[src/rtl/memory_arbiter.sv]
// memory_arbiter: round-robin share of one MemoryBus slave among PORTS requesters,
// requester index carried in the top ID bits and used to route read responses back.
module memory_arbiter #(
  parameter int PORTS = 4,
  parameter int IDW = 6,
  parameter int AW = 32,
  parameter int DW = 32,
  localparam int PB = $clog2(PORTS)
) (
  input  logic                      clock,
  input  logic                      reset,
  input  logic [PORTS-1:0]          rq_msValid,
  input  logic [PORTS-1:0]          rq_msWrite,
  input  logic [PORTS-1:0][AW-1:0]  rq_msAddress,
  input  logic [PORTS-1:0][DW-1:0]  rq_msData,
  input  logic [PORTS-1:0][IDW-1:0] rq_msID,
  output logic [PORTS-1:0]          rq_msTaken,
  output logic [PORTS-1:0]          rq_smValid,
  output logic [PORTS-1:0][DW-1:0]  rq_smData,
  output logic [PORTS-1:0][IDW-1:0] rq_smID,
  input  logic [PORTS-1:0]          rq_smTaken,
  output logic                      dn_msValid,
  output logic                      dn_msWrite,
  output logic [AW-1:0]             dn_msAddress,
  output logic [DW-1:0]             dn_msData,
  output logic [IDW-1:0]            dn_msID,
  input  logic                      dn_msTaken,
  input  logic                      dn_smValid,
  input  logic [DW-1:0]             dn_smData,
  input  logic [IDW-1:0]            dn_smID,
  output logic                      dn_smTaken
);
  logic [PB-1:0] last, winner, idx, p;
  logic found, slot_free, grant, unused_id;
  assign unused_id = ^rq_msID;
  assign slot_free = !dn_msValid || dn_msTaken;
  // scan last+1 .. last+PORTS; PB-bit wraparound gives the modulo for free
  always_comb begin
    found = 1'b0;
    winner = last;
    idx = last;
    for (int i = 1; i <= PORTS; i++) begin
      idx = last + PB'(i);
      if (!found && rq_msValid[idx]) begin
        found = 1'b1;
        winner = idx;
      end
    end
  end
  assign grant = slot_free && found;
  assign rq_msTaken = grant ? PORTS'(1) << winner : '0;
  assign p = dn_smID[IDW-1 -: PB];
  assign dn_smTaken = !rq_smValid[p] || rq_smTaken[p];
  always_ff @(posedge clock) begin
    if (reset) begin
      dn_msValid <= 1'b0;
      last <= PB'(PORTS-1);
    end else if (slot_free) begin
      dn_msValid <= found;
      if (found) begin
        last <= winner;
        dn_msWrite <= rq_msWrite[winner];
        dn_msAddress <= rq_msAddress[winner];
        dn_msData <= rq_msData[winner];
        dn_msID <= {winner, rq_msID[winner][IDW-PB-1:0]};
      end
    end
  end
  // a refill of a port takes precedence over its requester draining it
  always_ff @(posedge clock) begin
    for (int i = 0; i < PORTS; i++) begin
      if (reset) rq_smValid[i] <= 1'b0;
      else if (dn_smValid && dn_smTaken && p == PB'(i)) begin
        rq_smValid[i] <= 1'b1;
        rq_smData[i] <= dn_smData;
        rq_smID[i] <= {{PB{1'b0}}, dn_smID[IDW-PB-1:0]};
      end else if (rq_smTaken[i]) rq_smValid[i] <= 1'b0;
    end
  end
endmodule

[config.mk]
export PLATFORM = sky130hd
export DESIGN_NAME = memory_arbiter
export DESIGN_NICKNAME = d
export VERILOG_FILES = /design/src/rtl/memory_arbiter.sv
export SDC_FILE = /design/constraint.sdc
export NUM_CORES = 1
export LEC_CHECK = 0
export CORE_AREA = 4 4 217 219
export CTS_CLUSTER_DIAMETER = 60
export CTS_CLUSTER_SIZE = 8
export DETAILED_ROUTE_END_ITERATION = 10
export DIE_AREA = 0 0 221 223
export PLACE_DENSITY = 0.52
export SYNTH_ARGS = -nofsm -noshare
export SYNTH_HDL_FRONTEND = slang
export SYNTH_SLANG_ARGS = --single-unit
[constraint.sdc]
create_clock -name clock -period 12.05 [get_ports clock]
set_input_delay 3.615 -clock clock [delete_from_list [all_inputs] [get_ports clock]]
set_output_delay 3.615 -clock clock [all_outputs]
set_load 0.01 [all_outputs]
== After elaboration in Yosys (flattened, before gate mapping) ==
Index checks and enable logic that the tools add are counted.

* Add/sub/neg operators: 3
* Order comparisons: 6
* Eq/ne operators: 3
* Shift-type cells: 1
* Multiplexer cells: 37
* Bitwise logic cells: 1
* Reductions and logical operators: 27

{| class="wikitable"
|+ Operators by type and width
! kind !! count
|-
| $bmux 32 s2 || 2
|-
| $mux 32 || 2
|-
| $mux 1 || 19
|-
| $lt 2x3->1 const B || 6
|-
| $bmux 1 s2 || 7
|-
| $bmux 6 s2 || 1
|-
| $reduce_and 2->1 || 5
|-
| $logic_and 1x1->1 || 9
|-
| $mux 2 || 4
|-
| $mux 4 || 2
|-
| $reduce_bool 2->1 || 4
|-
| $logic_not 1->1 || 5
|-
| $add 2x2->2 const B || 2
|-
| $eq 2x2->1 const B || 2
|-
| $shl 1x2->4 const A || 1
|-
| $reduce_and 3->1 || 1
|-
| $add 2x1->2 const B || 1
|-
| $eq 2x1->1 const B || 1
|-
| $logic_not 2->1 || 1
|-
| $logic_or 1x1->1 || 2
|-
| $not 1->1 || 1
|}

* Flip-flop bits (word level): 222

== Logic depth before layout (Yosys ltp) ==
Gate-level depths: netlist of the first run.

* Depth after elaboration: 15
* Mapped depth: 7

== Least setup slack after synthesis of the first run ==
Ideal clock, no wire load.

* Kind: input -> output
* Start: input port rq_msValid[0]
* End: output port rq_msTaken[1]
* Arrival: 4.630 ns
* Data required time: 8.435 ns
* Slack: 3.805 ns
* Cell stages on the path: 6
* Buffers on the path: 2
* Path through: nand2b_1 -> a21oi_1 -> nor3_1 -> buf_2 -> buf_2 -> nor3_1

* Longest elaborated chain between the ends: 14
* Elaborated cells between the ends (all ways): 25

{| class="wikitable"
|+ RTL lines
! element !! line !! source
|-
| start: declaration || 12 || <nowiki>input logic [PORTS-1:0] rq_msValid,</nowiki>
|-
| $bmux 1 s2 || 44 || <nowiki>if (!found && rq_msValid[idx]) begin</nowiki>
|-
| $mux 1 (implied by the code) || 44 ||
|-
| $mux 1 || 44 ||
|-
| $logic_not 1->1 || 44 ||
|-
| $logic_and 1x1->1 || 44 ||
|-
| $mux 1 || 44 ||
|-
| $logic_not 1->1 || 44 ||
|-
| $logic_and 1x1->1 || 44 ||
|-
| $mux 1 || 44 ||
|-
| $logic_not 1->1 || 44 ||
|-
| $logic_and 1x1->1 || 44 ||
|-
| $mux 2 / $mux 1 (equally long branches) || 44 ||
|-
| $shl 1x2->4 / $logic_and 1x1->1 (equally long branches) || 51, 50 ||
|-
| $mux 4 (*) || 51 || <nowiki>assign rq_msTaken = grant ? PORTS'(1) << winner : '0;</nowiki>
|-
| end: declaration || 17 || <nowiki>output logic [PORTS-1:0] rq_msTaken,</nowiki>
|}

Every way passes the cells marked *; elsewhere a longest branch is shown, timed or not. The select of a mux whose other input is x is not followed.

== Worst setup path after layout of the first run ==
* Start: input port rq_msValid[3]
* End: output port rq_msTaken[0]

* Longest elaborated chain between the ends: 14
* Elaborated cells between the ends (all ways): 25

{| class="wikitable"
|+ RTL lines
! element !! line !! source
|-
| $bmux 1 s2 || 44 ||
|-
| $mux 1 (implied by the code) || 44 ||
|-
| $mux 1 || 44 ||
|-
| $logic_not 1->1 || 44 ||
|-
| $logic_and 1x1->1 || 44 ||
|-
| $mux 1 || 44 ||
|-
| $logic_not 1->1 || 44 ||
|-
| $logic_and 1x1->1 || 44 ||
|-
| $mux 1 || 44 ||
|-
| $logic_not 1->1 || 44 ||
|-
| $logic_and 1x1->1 || 44 ||
|-
| $mux 2 (*) || 44 ||
|-
| via winner[0] || 33 || <nowiki>logic [PB-1:0] last, winner, idx, p;</nowiki>
|-
| $shl 1x2->4 (*) || 51 ||
|-
| $mux 4 (*) || 51 ||
|}

Mark *: on every way through the listed nets, which the timed path passes. The rest lies on a longest branch. The select of a mux whose other input is x is not followed.

==> results of run 1 <==
registers in the layout, summed over array words and instances, names as in the netlist:
register / count
dn_msValid: 1
dn_msData: 32
dn_msAddress: 32
dn_msWrite: 1
last: 2
rq_smData: 128
dn_msID: 6
rq_smID: 16
rq_smValid: 4
cell usage in the layout, fill, tap and decap left out, types with 2 or more instances in the layout:
| cell type | count |
|---|---|
| conb_1 | 8 |
| a21oi_1 | 4 |
| nor3_1 | 4 |
| nor2b_1 | 2 |
| dfxtp_1 | 7 |
| mux2i_1 | 70 |
| a32oi_1 | 138 |
| clkinv_1 | 2 |
| nor2_4 | 2 |
| clkinv_4 | 3 |
| inv_1 | 141 |
| a211oi_1 | 138 |
| diode_2 | 4 |
| o21ai_0 | 2 |
| nor3_2 | 4 |
| nor2_1 | 3 |
| clkbuf_16 | 39 |
| nand2b_1 | 7 |
| nand2_1 | 4 |
| clkbuf_1 | 4 |
| clkdlybuf4s50_1 | 550 |
| clkinv_8 | 2 |
| bufinv_16 | 2 |
| a21o_1 | 2 |
| edfxtp_1 | 215 |
| buf_4 | 17 |
per-stage QoR:
stage | instances | power, W | utilization, %
after global routing | 1995 | 0.002570 | 40.04
after floorplan | 879 | 0.001222 | -
after global placement | 1939 | 0.001491 | 37.52
final | 1997 | 0.002457 | 40.05
after CTS | 1993 | 0.002497 | 40.03
after detailed placement | 1939 | 0.001495 | 37.52
layer usage:
metal | part of all wire, % | track usage [%] | up-vias | wire length (um)
met5 | 0.26 | 0 | - | 121
met4 | 2.2 | 5.275 | 16 | 994
met3 | 11 | 7.868 | 70 | 5096
met2 | 50 | 30.58 | 521 | 22800
met1 | 37 | 19.43 | 4715 | 16890
li1 | - | - | 4455 | -
power groups by stage:
| stage | Sequential [W] | Combinational, W | Clock, W |
|---|---|---|---|
| 2_1_floorplan | 0.000964 | 0.000258 | 0 |
| 3_3_place_gp | 0.000940 | 0.000551 | 0 |
| 3_5_place_dp | 0.000941 | 0.000554 | 0 |
| 4_1_cts | 0.000927 | 0.000556 | 0.00101 |
| 5_1_grt | 0.000930 | 0.000592 | 0.00105 |
| 6_report | 0.000927 | 0.000552 | 0.000978 |
layout make-up:
class | instances | share of cell area (%)
timing repair buffer | 568 | 31.30
clock buffer | 43 | 5.487
antenna | 4 | 0.05543
clock inverter | 11 | 0.7691
multi-input combinational | 407 | 18.75
tap | 600 | 4.157
sequential | 222 | 36.53
inverter | 142 | 2.952
kinds of logic (layout without fill, tap and decap cells):
family                 count (synthesis)  count (layout)  synth area share, %
AOI/OAI and AO/OA                    292             292                21.51
buffers and inverters                250             764                10.14
and+or+nand+nor                       37              37                1.957
DFF                                  222             222                59.99
muxes                                 70              70                6.372
other                                  1              12              0.03410
critical path, stage by stage:
cell	delay, ns
clkdlybuf4s50_1	0.62
nand2_4	0.59
a21oi_1	0.20
nor3_2	0.63
inv_1	0.18
nor3_1	0.23
clkdlybuf4s50_1	0.58
how the worst max path moves through the flow:
stage	to	slack, ns	cells past startpoint
5_1_grt	rq_msTaken[0]	1.57	7
6_report	rq_msTaken[0]	1.77	7
3_3_place_gp	rq_msTaken[2]	1.74	7
3_5_place_dp	rq_msTaken[2]	1.72	7
4_1_cts	rq_msTaken[2]	1.70	7
2_1_floorplan	rq_msTaken[1]	3.80	6
==> results.md, run 1 <==
- Die ar.: roughly 50000 um^2
- CTS Sinks: between 200 and 250
- CTS H-tree lvls: 2
- Area after DPL: 16920 um^2
- Worst endpoint required time: ~8.4 ns
- Vias per inst: 4.896
- Root Buffer: clkbuf_16
- Post-detail-place hpwl: 32920 um
- DR iter-0 viols: about 550
- Chip Height: 223 um
- Port bufs: 550
- DRC errors left: 0
- Final Skew: 0.01230 ns
- Final slew viol count: 0
- Peak VDD IR: 0.09188 mV
- Total track usage: 17.58%
- WL final: between 40000 and 50000 um
- Yosys warnings: 0
- CTS tree: yes
- Path depth of the worst reg2reg path: 6
- Pwr dens: 136.0 nW/um^2
- CP endpoint kind: output pin
- Most instantiated cells after synthesis: 215 x edfxtp_1, 141 x inv_1, 138 x a211oi_1, 138 x a32oi_1, 70 x mux2i_1
- Final period util: 85.30%
- WL/cell: 22.98 um
- Count leader, synth: edfxtp_1
- R2r setup slk: ~8.3 ns
- Setup_tns: 0 ns
- NetSw: 0.0006510 W
- FF-to-FF Start: last[1]
- Combinational share of power: about 23%
- Synth unique cells: 39
- Final setup vio count: 0
- Worst hold path depth: 2
- CP Launch Type: input pin
- # rows: 78
- Layout cell share with drive strength beyond 1: under 10%
- Crit path from: rq_msValid[3]
- RSZ-0062 raised after global routing: no
- R2r endpoint: dn_msID[1]
- Area Growth Syn to Fin: 64.24%
- Synth area leader: edfxtp_1
- Pre-Repair DR Iteration Count: 4
- Final Hold Viols: 0
- Clock latency on the worst-skew pair: 0.53 ns
- Post-synth ARST share: 0%
- Fin worst setup slack: 1.771 ns
- Initial Util: approximately 24%
- Worst-Margin Slew: 1.025 ns
- Share of total power in the clock network: 39.8%
- Initial antenna violation count: 15
- Post-Syn Area: roughly 11000 um^2
- Status: complete, no violations
- Max_slew headroom: a little under a third
- Top FF cell, synth: edfxtp_1
- FILL cells: 4417
- Top-area cell type share of the netlist area: 58.72%
- Routed Antenna Nets: 0
- Die Span X: 221 um
- Cells after Synth: a little under 900
- Post-route cell area: 18060 um^2
- Hold path startpoint: rq_smValid[3]
- Sink of the worst hold path: rq_smValid[3]
- Sequential share of the synthesized area: between 50% and 60%
- Pint: 0.001805 W
- Register bit total from synthesis: 222
- Sequential share of power: 37.7%
- Hold slack: ~0.53 ns
- I/O pin count: between 500 and 600
- Worst hold path class: register to register
- Multi-input logic area: 3386 um^2
- Cts hold-fix bufs: 0
- Critical path class: input pin to output pin
- Switching share of power: 26.50%
- Min Clock Period, post-route: a little over 10 ns
- Crit-path max FO: 52
- GR Overflow Total: 0
- Synthesized area per cell: 12.61 um^2
- Number of synthesized flops with an enable pin: 215
- Top cells by area, synth: edfxtp_1 59%, a32oi_1 11%, a211oi_1 9.4%, mux2i_1 6.4%, inv_1 4.8%
- Final #Nets: 1713
- DR vias: 9777
- Crit path DAT: 6.66 ns
- Vias in the first global route: 9833
- Clk slew on worst S/H paths: 0.04 ns
- Placer Congestion: 0.8794
- Post_cts resized: 0
- Register area: 6596 um^2
- Largest net degree at the start of global routing: 128
- Fmax: 0.09728 GHz
- First-pass GRT wire length: 65970 um
- Max clock buf depth: 3
- Core Area: 45090 um^2
- Leakage: about 6.6 nW
- Pre-CTS WS: 1.717 ns
- Max-cap violations: 0
- Postcts setup bufs: 0
- Clock buffer count from CTS: 38
Power figures use the tool's default switching activity.
==> run 2: changes to the inputs <==
==> config.mk (replaced) <==
export PLATFORM = sky130hd
export DESIGN_NAME = memory_arbiter
export DESIGN_NICKNAME = d
export VERILOG_FILES = /design/src/rtl/memory_arbiter.sv
export SDC_FILE = /design/constraint.sdc
export NUM_CORES = 1
export LEC_CHECK = 0
export CORE_AREA = 2 2 221 223
export CTS_CLUSTER_DIAMETER = 60
export CTS_CLUSTER_SIZE = 8
export DETAILED_ROUTE_END_ITERATION = 10
export DIE_AREA = 0 0 223 225
export PLACE_DENSITY = 0.49
export SYNTH_ARGS = -nofsm -noshare
export SYNTH_HDL_FRONTEND = slang
export SYNTH_SLANG_ARGS = --single-unit
==> constraint.sdc (replaced) <==
create_clock -name clock -period 12.05 [get_ports clock]
set_input_delay 3.615 -clock clock [delete_from_list [all_inputs] [get_ports clock]]
set_output_delay 3.615 -clock clock [all_outputs]
set_load 0.05 [all_outputs]
==> run 2 against run 1 <==
Against the previous run: combinational power grew 24%; critical endpoint is now rq_msTaken[3]; via count shrank 1.8%; sequential share of layout area is essentially flat; die area grew 1.8%; critical path depth is the same.
==> results.md, run 2 (synthesis results as in run 1) <==
- Root Buffer: clkbuf_16 (unchanged)
- Pwr dens: 141.8 nW/um^2 (was 136.0 nW/um^2)
- Fmax: 0.1011 GHz (was 0.09728 GHz)
- Postcts setup bufs: 0 (unchanged)
- Initial antenna violation count: 12 (was 15)
- Top reg by flops: rq_smData (unchanged)
- Initial Util: 23.13% (was 24.39%)
- Combinational share of power: 26.6% (was 22.5%)
- Crit-path max FO: 28 (was 52)
- Power, Total: 0.002563 W (was 0.002457 W)
- CTS H-tree lvls: 2 (unchanged)
- Largest net degree at the start of global routing: 101 (was 128)
- Worst hold path class: register to register (unchanged)
- WL/cell: 22.04 um (was 22.98 um)
- Commonest cells after routing, fill and taps aside: 550 x clkdlybuf4s50_1, 215 x edfxtp_1, 141 x inv_1 (unchanged)
- I/O pin count: 567 (unchanged)
- # rows: 80 (was 78)
- Largest registers: rq_smData x128, dn_msAddress x32, dn_msData x32 (unchanged)
- Min Clock Period, post-route: 9.894 ns (was 10.28 ns)
- Setup_tns: 0 ns (unchanged)
- Clock latency on the worst-skew pair: 0.53 ns (about the same)
- DR iter-0 viols: 500 (was 548)
- DR vias: 9598 (was 9777)
- Clock buffer count from CTS: 38 (unchanged)
- Max clock buf depth: 3 (unchanged)
- WL final: 44600 um (was 45900 um)
- Pre-Repair DR Iteration Count: 5 (was 4)
- Vias per inst: 4.742 (was 4.896)
- Die ar.: 50180 um^2 (was 49280 um^2)
- Fin worst setup slack: 2.156 ns (was 1.771 ns)
- Layout Utilization: 38.01% (was 40.05%)
- CP Launch Type: input pin (unchanged)
- Core Area: 47550 um^2 (was 45090 um^2)
- Chip Height: 225 um (was 223 um)
- Die Span X: 223 um (was 221 um)
- Max_slew headroom: 24.74% (was 31.68%)
- Pre-CTS WS: 2.162 ns (was 1.717 ns)
- Post-detail-place hpwl: 32150 um (was 32920 um)
- Final slew viol count: 0 (unchanged)
- Worst endpoint required time: 8.43 ns (about the same)
- Clk slew on worst S/H paths: 0.05 ns (was 0.04 ns)
- Peak VDD IR: 0.06775 mV (was 0.09188 mV)
- CP endpoint kind: output pin (unchanged)
- Pint: 0.001777 W (was 0.001805 W)
- Cts hold-fix bufs: 0 (unchanged)
- Status: complete, no violations (unchanged)
- NetSw: 0.0007861 W (was 0.0006510 W)
- Switching share of power: 30.67% (was 26.50%)
- CTS tree: yes (unchanged)
- GR Overflow Total: 0 (unchanged)
- Crit path DAT: 6.28 ns (was 6.66 ns)
- Final period util: 82.10% (was 85.30%)
- Critical path class: input pin to output pin (unchanged)
- Layout cell share with drive strength beyond 1: 6.130% (was 5.958%)
- Area Growth Syn to Fin: 64.37% (was 64.24%)
- CTS Sinks: 222 (unchanged)
- Max reg flops: 128 (unchanged)
- Total track usage: 17.03% (was 17.58%)
- Vias in the first global route: 9645 (was 9833)
- DRC errors left: 0 (unchanged)
- First-pass GRT wire length: 63660 um (was 65970 um)
- Share of total power in the clock network: 37.2% (was 39.8%)
- Post_cts resized: 0 (unchanged)
- RSZ-0062 raised after global routing: no (unchanged)
- Placer Congestion: 0.7928 (was 0.8794)
- Worst-Margin Slew: 1.129 ns (was 1.025 ns)
- Routed Antenna Nets: 0 (unchanged)
- Final Hold Viols: 0 (unchanged)
- Port bufs: 550 (unchanged)
- Sequential share of power: 36.2% (was 37.7%)
- Commonest non-fill, non-tap cell in the layout: clkdlybuf4s50_1 (unchanged)
- Final setup vio count: 0 (unchanged)
- Max-cap violations: 0 (unchanged)
- Final Skew: 0.01310 ns (was 0.01230 ns)
- Final #Nets: 1715 (was 1713)
- Leakage: 6.633 nW (was 6.635 nW)
==> run 2: cell count changes in the layout (fill, tap and decap cells not counted), sizes merged <==
cell and change:
clkinvlp +1, buf +2, clkbuf +7, clkinv +2, diode +2, bufinv -2
==> run 2: routing by layer <==
metal,GRT usage (%),routed length (um)
met3,8.396,5117
met5,0,112
met2,28.76,21470
met1,18.50,16490
met4,6.062,1413
==> run 2: worst paths after layout <==
check	from	end	slack, ns	depth (start not counted)
hold reg to reg	rq_smValid[3]	rq_smValid[3]	0.53	2
setup / recovery	rq_msValid[3]	rq_msTaken[3]	2.16	7
setup reg to reg	last[1]	dn_msAddress[22]	8.93	6
hold / removal	rq_smValid[3]	rq_smValid[3]	0.53	2
==> run 2: final cells by class <==
class,instances,area [um^2]
Clock inverter,12,91.34
Fill cell,4709,29470
Clock buffer,50,1027
Antenna cell,6,15.01
Inverter,142,533.0
Multi-Input combinational cell,407,3386
Tap cell,615,769.5
Timing Repair Buffer,570,5655
Sequential cell,222,6596
==> run 2: critical path: stages <==
cell             delay, ns
clkdlybuf4s50_1       0.73
nand2b_1              0.10
a21oi_1               0.24
nor3_2                0.11
buf_4                 0.29
nor3_1                0.26
clkdlybuf4s50_1       0.94
==> run 2: metrics by stage <==
stage               instances  cell area (um^2)  hold WS [ns]
detailed placement       1956             16940        0.5174
global route             2021             18070        0.5703
global placement         1956             16940        0.5094
finish                   2024             18070        0.5294
floorplan                 879             11020        0.6081
CTS                      2018             18060        0.5300
==> run 2: power by group through the flow <==
| stage | sequential (W) | clock (W) | combinational, W |
|---|---|---|---|
| floorplan | 0.00109 | 0 | 0.000269 |
| global placement | 0.000941 | 0 | 0.000688 |
| detailed placement | 0.000941 | 0 | 0.000686 |
| CTS | 0.000928 | 0.000988 | 0.000689 |
| global route | 0.000931 | 0.00102 | 0.000725 |
| finish | 0.000927 | 0.000954 | 0.000682 |
==> run 3: changes to the inputs <==
--- a/config.mk
+++ b/config.mk
@@ -10,7 +10,7 @@
 export CTS_CLUSTER_SIZE = 8
 export DETAILED_ROUTE_END_ITERATION = 10
 export DIE_AREA = 0 0 223 225
-export PLACE_DENSITY = 0.49
+export PLACE_DENSITY = 0.51
 export SYNTH_ARGS = -nofsm -noshare
 export SYNTH_HDL_FRONTEND = slang
 export SYNTH_SLANG_ARGS = --single-unit
==> constraint.sdc (replaced) <==
create_clock -name clock -period 8.65 [get_ports clock]
set_input_delay 2.595 -clock clock [delete_from_list [all_inputs] [get_ports clock]]
set_output_delay 2.595 -clock clock [all_outputs]
set_load 0.05 [all_outputs]
==> run 3 against run 2 <==
Against the previous run: largest power group unchanged; sequential power is 39% higher; largest cell class unchanged; clock skew is 0.013 ns higher; setup slack worse by 0.77 ns; via count is 0.70% higher; clock power is 36% higher; cell area is 0.12% lower; sequential share of layout area hardly changed.
==> results.md, run 3 (synthesis results as in run 1) <==
- RSZ-0062 raised after global routing: no (unchanged)
- Pwr dens: 196.4 nW/um^2 (was 141.8 nW/um^2)
- Leakage: 6.614 nW (was 6.633 nW)
- Cts hold-fix bufs: 0 (unchanged)
- Final Hold Viols: 0 (unchanged)
- Placer Congestion: 0.7855 (was 0.7928)
- CTS Sinks: 222 (unchanged)
- Worst-Margin Slew: 1.014 ns (was 1.129 ns)
- Setup_tns: 0 ns (unchanged)
- Postcts setup bufs: 0 (unchanged)
- CTS H-tree lvls: 2 (unchanged)
- Met3 WL post-DR: 4788 um (was 5117 um)
- CTS tree: yes (unchanged)
- Min Clock Period, post-route: between 7 and 8 ns
- GR Overflow Total: 0 (unchanged)
- Vias in the first global route: 9677 (was 9645)
- Total track usage: 16.62% (was 17.03%)
- Initial antenna violation count: 18 (was 12)
- WL final: 44060 um (was 44600 um)
- Final slew viol count: 0 (unchanged)
- I/O pin count: 567 (unchanged)
- Max-cap violations: 0 (unchanged)
- Vias per inst: 4.778 (was 4.742)
- Final setup vio count: 0 (unchanged)
- Worst hold path class: register to register (unchanged)
- DR vias: 9665 (was 9598)
- DR iter-0 viols: 509 (was 500)
- Chip Height: 225 um (unchanged)
- Max reg flops: 128 (unchanged)
- Largest net degree at the start of global routing: 139 (was 101)
- Final period util: a little over four fifths
- Clock buffer count from CTS: 36 (was 38)
- Peak VDD IR: 0.1122 mV (was 0.06775 mV)
- Critical path class: input pin to output pin (unchanged)
- Port bufs: 550 (unchanged)
- Status: complete, no violations (unchanged)
- Max_slew headroom: 32.25% (was 24.74%)
- Die ar.: 50180 um^2 (unchanged)
- Post-detail-place hpwl: 30910 um (was 32150 um)
- Top reg by flops: rq_smData (unchanged)
- Largest registers: rq_smData x128, dn_msAddress x32, dn_msData x32 (unchanged)
- Commonest cells after routing, fill and taps aside: 546 x clkdlybuf4s50_1, 215 x edfxtp_1, 141 x inv_1 (was 550 x clkdlybuf4s50_1, 215 x edfxtp_1, 141 x inv_1)
- Initial Util: 23.13% (unchanged)
- Area Growth Syn to Fin: 64.18% (was 64.37%)
- Top routing layer used: met5 (unchanged)
- Pre-Repair DR Iteration Count: 5 (unchanged)
- Layout Utilization: 37.97% (was 38.01%)
- # rows: 80 (unchanged)
- DRC errors left: 0 (unchanged)
- Hold slack: 0.5299 ns (was 0.5294 ns)
- Layout cell share with drive strength beyond 1: 5.849% (was 6.130%)
- Core Area: 47550 um^2 (unchanged)
- Routed Antenna Nets: 0 (unchanged)
- Fmax: ~0.14 GHz
- Routed met1 length: 16990 um (was 16490 um)
- Root Buffer: clkbuf_16 (unchanged)
- Clock latency on the worst-skew pair: 0.54 ns (was 0.53 ns)
- Commonest non-fill, non-tap cell in the layout: clkdlybuf4s50_1 (unchanged)
- Die Span X: 223 um (unchanged)
- Crit-path max FO: 9 (was 28)
- Worst endpoint required time: 6.06 ns (was 8.43 ns)
- Clk slew on worst S/H paths: 0.05 ns (about the same)
- WL/cell: 21.78 um (was 22.04 um)
- Max clock buf depth: 3 (unchanged)
- CP Launch Type: input pin (unchanged)
- Final Skew: 0.02575 ns (was 0.01310 ns)
- CP endpoint kind: output pin (unchanged)
- WL met2: 21110 um (was 21470 um)
- Crit path DAT: 4.67 ns (was 6.28 ns)
- Final #Nets: 1709 (was 1715)
- First-pass GRT wire length: 62910 um (was 63660 um)
- Post_cts resized: 0 (unchanged)
==> run 3: changes by cell type in the layout (fill, tap and decap cells not counted), moves of 2 or more <==
| cell | previous run | this run |
|---|---|---|
| buf_4 | 20 | 15 |
| clkbuf_1 | 10 | 19 |
| clkdlybuf4s50_1 | 550 | 546 |
| clkbuf_16 | 39 | 36 |
| buf_12 | 0 | 5 |
| clkinv_1 | 3 | 1 |
==> run 3: report_power, final <==
group / internal [W] / switching (W) / total, W / leakage, nW
Sequential: 0.00127 / 0.0000191 / 0.00129 / 2.05
Clock: 0.000797 / 0.000505 / 0.00130 / 0.515
Combinational: 0.000377 / 0.000575 / 0.000952 / 4.05
==> run 3: area by class of cell <==
type / count / area (um^2)
clock buffers: 57 / 999.7
flip-flops and latches: 222 / 6596
inverters: 142 / 533.0
well taps: 615 / 769.5
diodes: 6 / 15.01
clock inverters: 8 / 75.07
multi-input cells: 407 / 3386
repair buffers: 566 / 5678
fillers: 4685 / 29490
==> run 3: per-stage QoR <==
step           std cells  setup WS [ns]  cell area, um^2  power [W]
2_1_floorplan        879          1.545            11020   0.001891
6_report            2023          1.385            18050   0.003545
4_1_cts             2017          1.329            18040   0.003601
3_5_place_dp        1952          1.353            16960   0.002269
3_3_place_gp        1952          1.390            16960   0.002265
5_1_grt             2022          1.247            18050   0.003691
==> run 3: routing by layer <==
layer | up-vias | GRT usage [%]
met5 | - | 0
met4 | 20 | 5.780
met3 | 78 | 7.236
met2 | 460 | 28.24
met1 | 4649 | 18.59
li1 | 4458 | -
==> run 3: worst paths after layout <==
check,to,slack (ns),startpoint,depth (start not counted)
worst max-delay path,rq_msTaken[0],1.39,rq_msValid[3],4
worst min-delay path,rq_smValid[2],0.53,rq_smValid[2],2
worst max register to register,dn_msData[14],5.46,last[1],6
worst min register to register,rq_smValid[2],0.53,rq_smValid[2],2
==> run 3: critical path, stage by stage <==
cell             delay (ns)
clkdlybuf4s50_1        0.63
o41ai_2                1.00
nor3_1                 0.22
buf_12                 0.22
==> variant 1: new RTL, flow settings as in run 1 <==
Put one more register stage on the output `rq_smData`. The value now appears one clock later. The other outputs are not delayed to match.
--- a/src/rtl/memory_arbiter.sv
+++ b/src/rtl/memory_arbiter.sv
@@ -32,2 +32,4 @@
 );
+
+  logic [PORTS-1:0][DW-1:0] rq_smData_s0;
   logic [PB-1:0] last, winner, idx, p;
@@ -74,3 +76,3 @@
         rq_smValid[i] <= 1'b1;
-        rq_smData[i] <= dn_smData;
+        rq_smData_s0[i] <= dn_smData;
         rq_smID[i] <= {{PB{1'b0}}, dn_smID[IDW-PB-1:0]};
@@ -79,2 +81,6 @@
   end
+  always_ff @(posedge clock) begin
+    rq_smData <= rq_smData_s0;
+  end
+
 endmodule
Behaviour: not the same (a bounded check fails within 4 cycles, from zero or initial values and one cycle with reset high).
==> variant 1 against run 1 <==
Global-route usage down 2.3 points; sequential cell count is 128 higher; highest routed layer unchanged; critical endpoint unchanged; routed wire length decreased by 14%; power rose by 29%; area after synthesis rose by 8.2%; largest cell class unchanged; clock skew increased by 0.016 ns; design area up 8.2%; via count is 22% lower; setup slack better by 0.98 ns.
==> variant 1: results (changes against run 1) <==
outcome:
  status: "finished clean"  # unchanged
place:
  hpwl_mm: 30.2  # was 32.9 mm
  dpl_cell_area_um2: 17900  # was 16900 um^2
  portBuffers: 550  # unchanged
  gp_congestion: 0.795  # was 0.879
  dp.cells: 1770  # was 1939
critical_path:
  rrSetupSlack_ns: 9.35  # was 8.31 ns
  rr_endpoint: "dn_msData[3]"  # was dn_msID[1]
  max_stage_delay_ns: 0.59  # was 0.63 ns
  r2r-start: "last[0]"  # was last[1]
  arrival_ns: 5.68  # was 6.66 ns
  cp_max_fo: 5  # was 52
  critPathTopFamily: "buffers and inverters"  # was simple AND/OR/NAND/NOR gates
  cpMaxStageDelayCell: "clkdlybuf4s50_1"  # was nor3_2
  r2r_cells: 6  # unchanged
clocking:
  clock_latency_ns: 0.58  # was 0.53 ns
  clock-sinks: 350  # was 222
  cts_made_buffers: 52  # was 38
yosys:
  seq_area_frac_synth_pct: 77.0  # was 60.0%
  syn_inst: 636  # was 872
  yosys-top-cells-area: "edfxtp_1, dfxtp_1, mux2i_1"  # was edfxtp_1, a32oi_1, a211oi_1
  yosys-top-cells-count: "edfxtp_1, mux2i_1, dfxtp_1"  # was edfxtp_1, inv_1, a211oi_1, a32oi_1, mux2i_1
  synth_cell_types: 30  # was 39
floorplanning:
  die_area_um2: 49300  # unchanged
routing:
  wirelength_met1_mm: 13.5  # was 16.9 mm
  drt-initial-drc-count: 298  # was 548
  routed_via_density: 4.08  # was 4.90
  dr_total_vias: 7642  # was 9777
  wl_met3_mm: 4.64  # was 5.10 mm
  wire_per_inst_um: 21.1  # was 23.0 um
  wl_met2_mm: 20.3  # was 22.8 mm
grt:
  grt_use_total_pct: 15.3  # was 17.6%
  grt_pass1_vias: 8199  # was 9833
  grt_antenna_before_repair: 12  # was 15
  grt_pass1_wl_mm: 55.5  # was 66.0 mm
  grt_start_max_net_pins: 109  # was 128
finish:
  clock_buffers: 90  # was 43
  diodes: 6  # was 4
  multi_input_area_um2: 2420  # was 3390 um^2
  reg_top3: "rq_smData x128, rq_smData_s0 x128"  # was rq_smData x128, dn_msAddress x32, dn_msData x32
  num-multi-input-gates: 257  # was 407
  sh_seq_area_pct: 46.9  # was 36.5%
  final_cell_area_um2: 19500  # was 18100 um^2
  inv_count: 4  # was 142
  nets: 1558  # was 1713
  nNonClkBuffers: 559  # was 568
  drive_gt1_share_pct: 6.40  # was 5.96%
  layout.nonclk_buf_share_pct: 28.6  # was 31.3%
  clk_share_pct: 8.16  # was 6.26%
  nFillCells: 4182  # was 4417
pwr:
  p_leak_nw: 7.44  # was 6.63 nW
  max-vdd-ir-drop_mv: 0.0915  # was 0.0919 mV
sta:
  worstMarginPinSlew_ns: 0.987  # was 1.02 ns
  holdWs_ns: 0.333  # was 0.528 ns
  finClkSkew_ns: 0.0286  # was 0.0123 ns
  setup_slack_ns: 2.75  # was 1.77 ns
min_path:
  holdCritStartpoint: "rq_smData_s0[47]"  # was rq_smValid[3]
  hp-class: "reg -> reg"  # unchanged
  min_to: "rq_smData[47]"  # was rq_smValid[3]
  whs_path_depth: 0  # was 2
==> variant 1: cell types whose count changed after synthesis, sizes merged, moves of 3 or more <==
cell,delta
nor2,-3
a211oi,-137
bufbuf,+4
clkbuf,-33
inv,-138
buf,-47
mux2i,+137
dfxtp,+128
a32oi,-139
==> variant 1: metal layers <==
metal	track usage [%]	vias up
met5	0	-
met1	15.1	3608
met4	5.38	4
met2	27.4	400
li1	-	3573
met3	8.05	57
==> variant 1: cell families after synthesis <==
family	Yosys count	share of synthesized area (%)
AOI/OAI and AO/OA	15	0.883
buffers and inverters	36	3.25
DFF	350	77.0
muxes	208	17.6
other	1	0.0315
and+or+nand+nor	26	1.25
==> variant 1: where the power goes <==
group	total, mW	leakage [nW]	switching, mW	internal (mW)
Sequential	1.35	3.12	0.0129	1.34
Combinational	0.435	3.55	0.189	0.247
Clock	1.38	0.766	0.515	0.865
Total	3.17	7.44	0.717	2.45
==> variant 2: new RTL, settings of run 1 <==
Without the edit above. Set the parameter `PORTS` to 2 (it was 4).
--- a/src/rtl/memory_arbiter.sv
+++ b/src/rtl/memory_arbiter.sv
@@ -3,3 +3,3 @@
 module memory_arbiter #(
-  parameter int PORTS = 4,
+  parameter int PORTS = 2,
   parameter int IDW = 6,
Interface: changed (10 resized); port bits go from 567 to 341. The function was not compared with the original's and may differ.
==> variant 2 against run 1 <==
Area after synthesis fell by 50%; clock power fell by 43%; utilization shrank 18 points; sequential cell count fell by 73; power down 45%; critical path type unchanged; synthesized cell count fell by 71%; design area is 44% lower; clock skew shrank 0.0039 ns; sequential share of layout area increased by 7.2 points; routed wire length shrank 61%; die area stayed put; setup slack improved by 1.3 ns.
==> variant 2: results (changes against run 1) <==
outcome:
  status: "finished clean"  # unchanged
place:
  portBuffers: 336  # was 550
  dp.cells: 1183  # was 1939
  pre_cts_ws_ns: 3.05  # was 1.72 ns
  gp_congestion: 0.782  # was 0.879
  hpwl_mm: 13.7  # was 32.9 mm
  dpl_cell_area_um2: 9540  # was 16900 um^2
grt:
  grt_pass1_wl_mm: 25.3  # was 66.0 mm
  grt_use_total_pct: 7.25  # was 17.6%
  grtUsageMet3_pct: 4.83  # was 7.87%
  grt_start_max_net_pins: 57  # was 128
  met1_usage_pct: 7.13  # was 19.4%
  grt_pass1_vias: 3905  # was 9833
  grt_antenna_before_repair: 0  # was 15
  met2_usage_pct: 11.7  # was 30.6%
pwr:
  p_leak_nw: 3.37  # was 6.63 nW
  max-vdd-ir-drop_mv: 0.0765  # was 0.0919 mV
clocking:
  cts-root-buf: "clkbuf_16"  # unchanged
  cts_made_buffers: 17  # was 38
  clock_latency_ns: 0.46  # was 0.53 ns
  clkTransAtPathRegs_ns: 0.06  # was 0.04 ns
  clock_path_buffers: 2  # was 3
  ctsResizeCount: 0  # unchanged
  htree_levels: 4  # was 2
finish:
  diodes: 0  # was 4
  reg_top3: "rq_smData x64, dn_msAddress x32, dn_msData x32"  # was rq_smData x128, dn_msAddress x32, dn_msData x32
  largest_register: "rq_smData"  # unchanged
  drive_gt1_share_pct: 16.4  # was 5.96%
  nets: 790  # was 1713
yosys:
  avgSynthCellArea_um2: 21.7  # was 12.6 um^2
  seq_area_frac_synth_pct: 81.2  # was 60.0%
  synth-edff-count: 145  # was 215
  yosys-top-cells-area: "edfxtp_1, mux2_2, dfxtp_1"  # was edfxtp_1, a32oi_1, a211oi_1
  yosys-top-cells-count: "edfxtp_1, mux2_2, mux2_1"  # was edfxtp_1, inv_1, a211oi_1, a32oi_1, mux2i_1
  synth_cell_types: 18  # was 39
  synth.most_common_cell: "edfxtp_1"  # unchanged
min_path:
  whs_path_depth: 2  # unchanged
critical_path:
  arrival_ns: 5.35  # was 6.66 ns
  cp_max_fo: 6  # was 52
  cpMaxStageDelayCell: "clkdlybuf4s50_1"  # was nor3_2
  max_stage_delay_ns: 0.61  # was 0.63 ns
  r2r_cells: 3  # was 6
routing:
  dr.pass1.iters: 6  # was 4
  dr_total_vias: 3661  # was 9777
  drt-initial-drc-count: 137  # was 548
  wirelength_mm: 17.9  # was 45.9 mm
  wire_per_inst_um: 14.7  # was 23.0 um
sta:
  finClkSkew_ns: 0.00838  # was 0.0123 ns
  slew_violations: 0  # unchanged
  maxSlewHeadroom_pct: 35.8  # was 31.7%
-- variant 2: cell count changes after synthesis, sizes merged, moves of 3 or more --
cell,change
nor2,-3
edfxtp,-70
buf,-63
clkbuf,-36
nand2b,-4
a211oi,-138
a32oi,-139
mux2,+71
dfxtp,-3
nor3,-8
mux2i,-70
inv,-140
-- variant 2: area by class of cell --
| type | count | area (um^2) |
|---|---|---|
| clock buffer | 18 | 429 |
| clock inverter | 14 | 173 |
| fill | 4764 | 35000 |
| inverter | 2 | 7.51 |
| multi-input combinational | 93 | 957 |
| sequential | 149 | 4430 |
| tap | 600 | 751 |
| timing repair buffer | 339 | 3390 |
-- variant 2: worst max-delay path: cells and delay by family --
kind	cells	cell delay (ns)
buffers and inverters	2	1.14
AO/OA/AOI/OAI	1	0.29
AND/OR/NAND/NOR	2	0.31
-- variant 2: metal layers --
layer | vias up | share of wire (%)
li1 | 1700 | -
met1 | 1685 | 38
met2 | 258 | 47
met3 | 18 | 12
met4 | 0 | 2.6
met5 | - | 0
-- variant 2: cell families (layout without fill, tap and decap cells) --
logic type      Yosys count  count (layout)  synth area share, %
flops                   149             149                 81.2
other cells               1               2               0.0687
mux                      71              71                 14.6
buf+inv                  11             373                 1.72
simple gates             12              12                 1.28
compound gates            8               8                 1.03
-- variant 2: where the power goes --
part	switching, mW	internal [mW]
combinational	0.0686	0.118
sequential	0.00734	0.603
clock	0.229	0.327
-- variant 2: path summary, 6_finish.rpt --
check,startpoint,end,slack (ns)
worst min register to register,rq_smValid[1],rq_smValid[1],0.58
worst max-delay path,dn_msTaken,rq_msTaken[0],3.08
worst min-delay path,rq_smValid[1],rq_smValid[1],0.58
worst max register to register,last,dn_msData[10],9.55
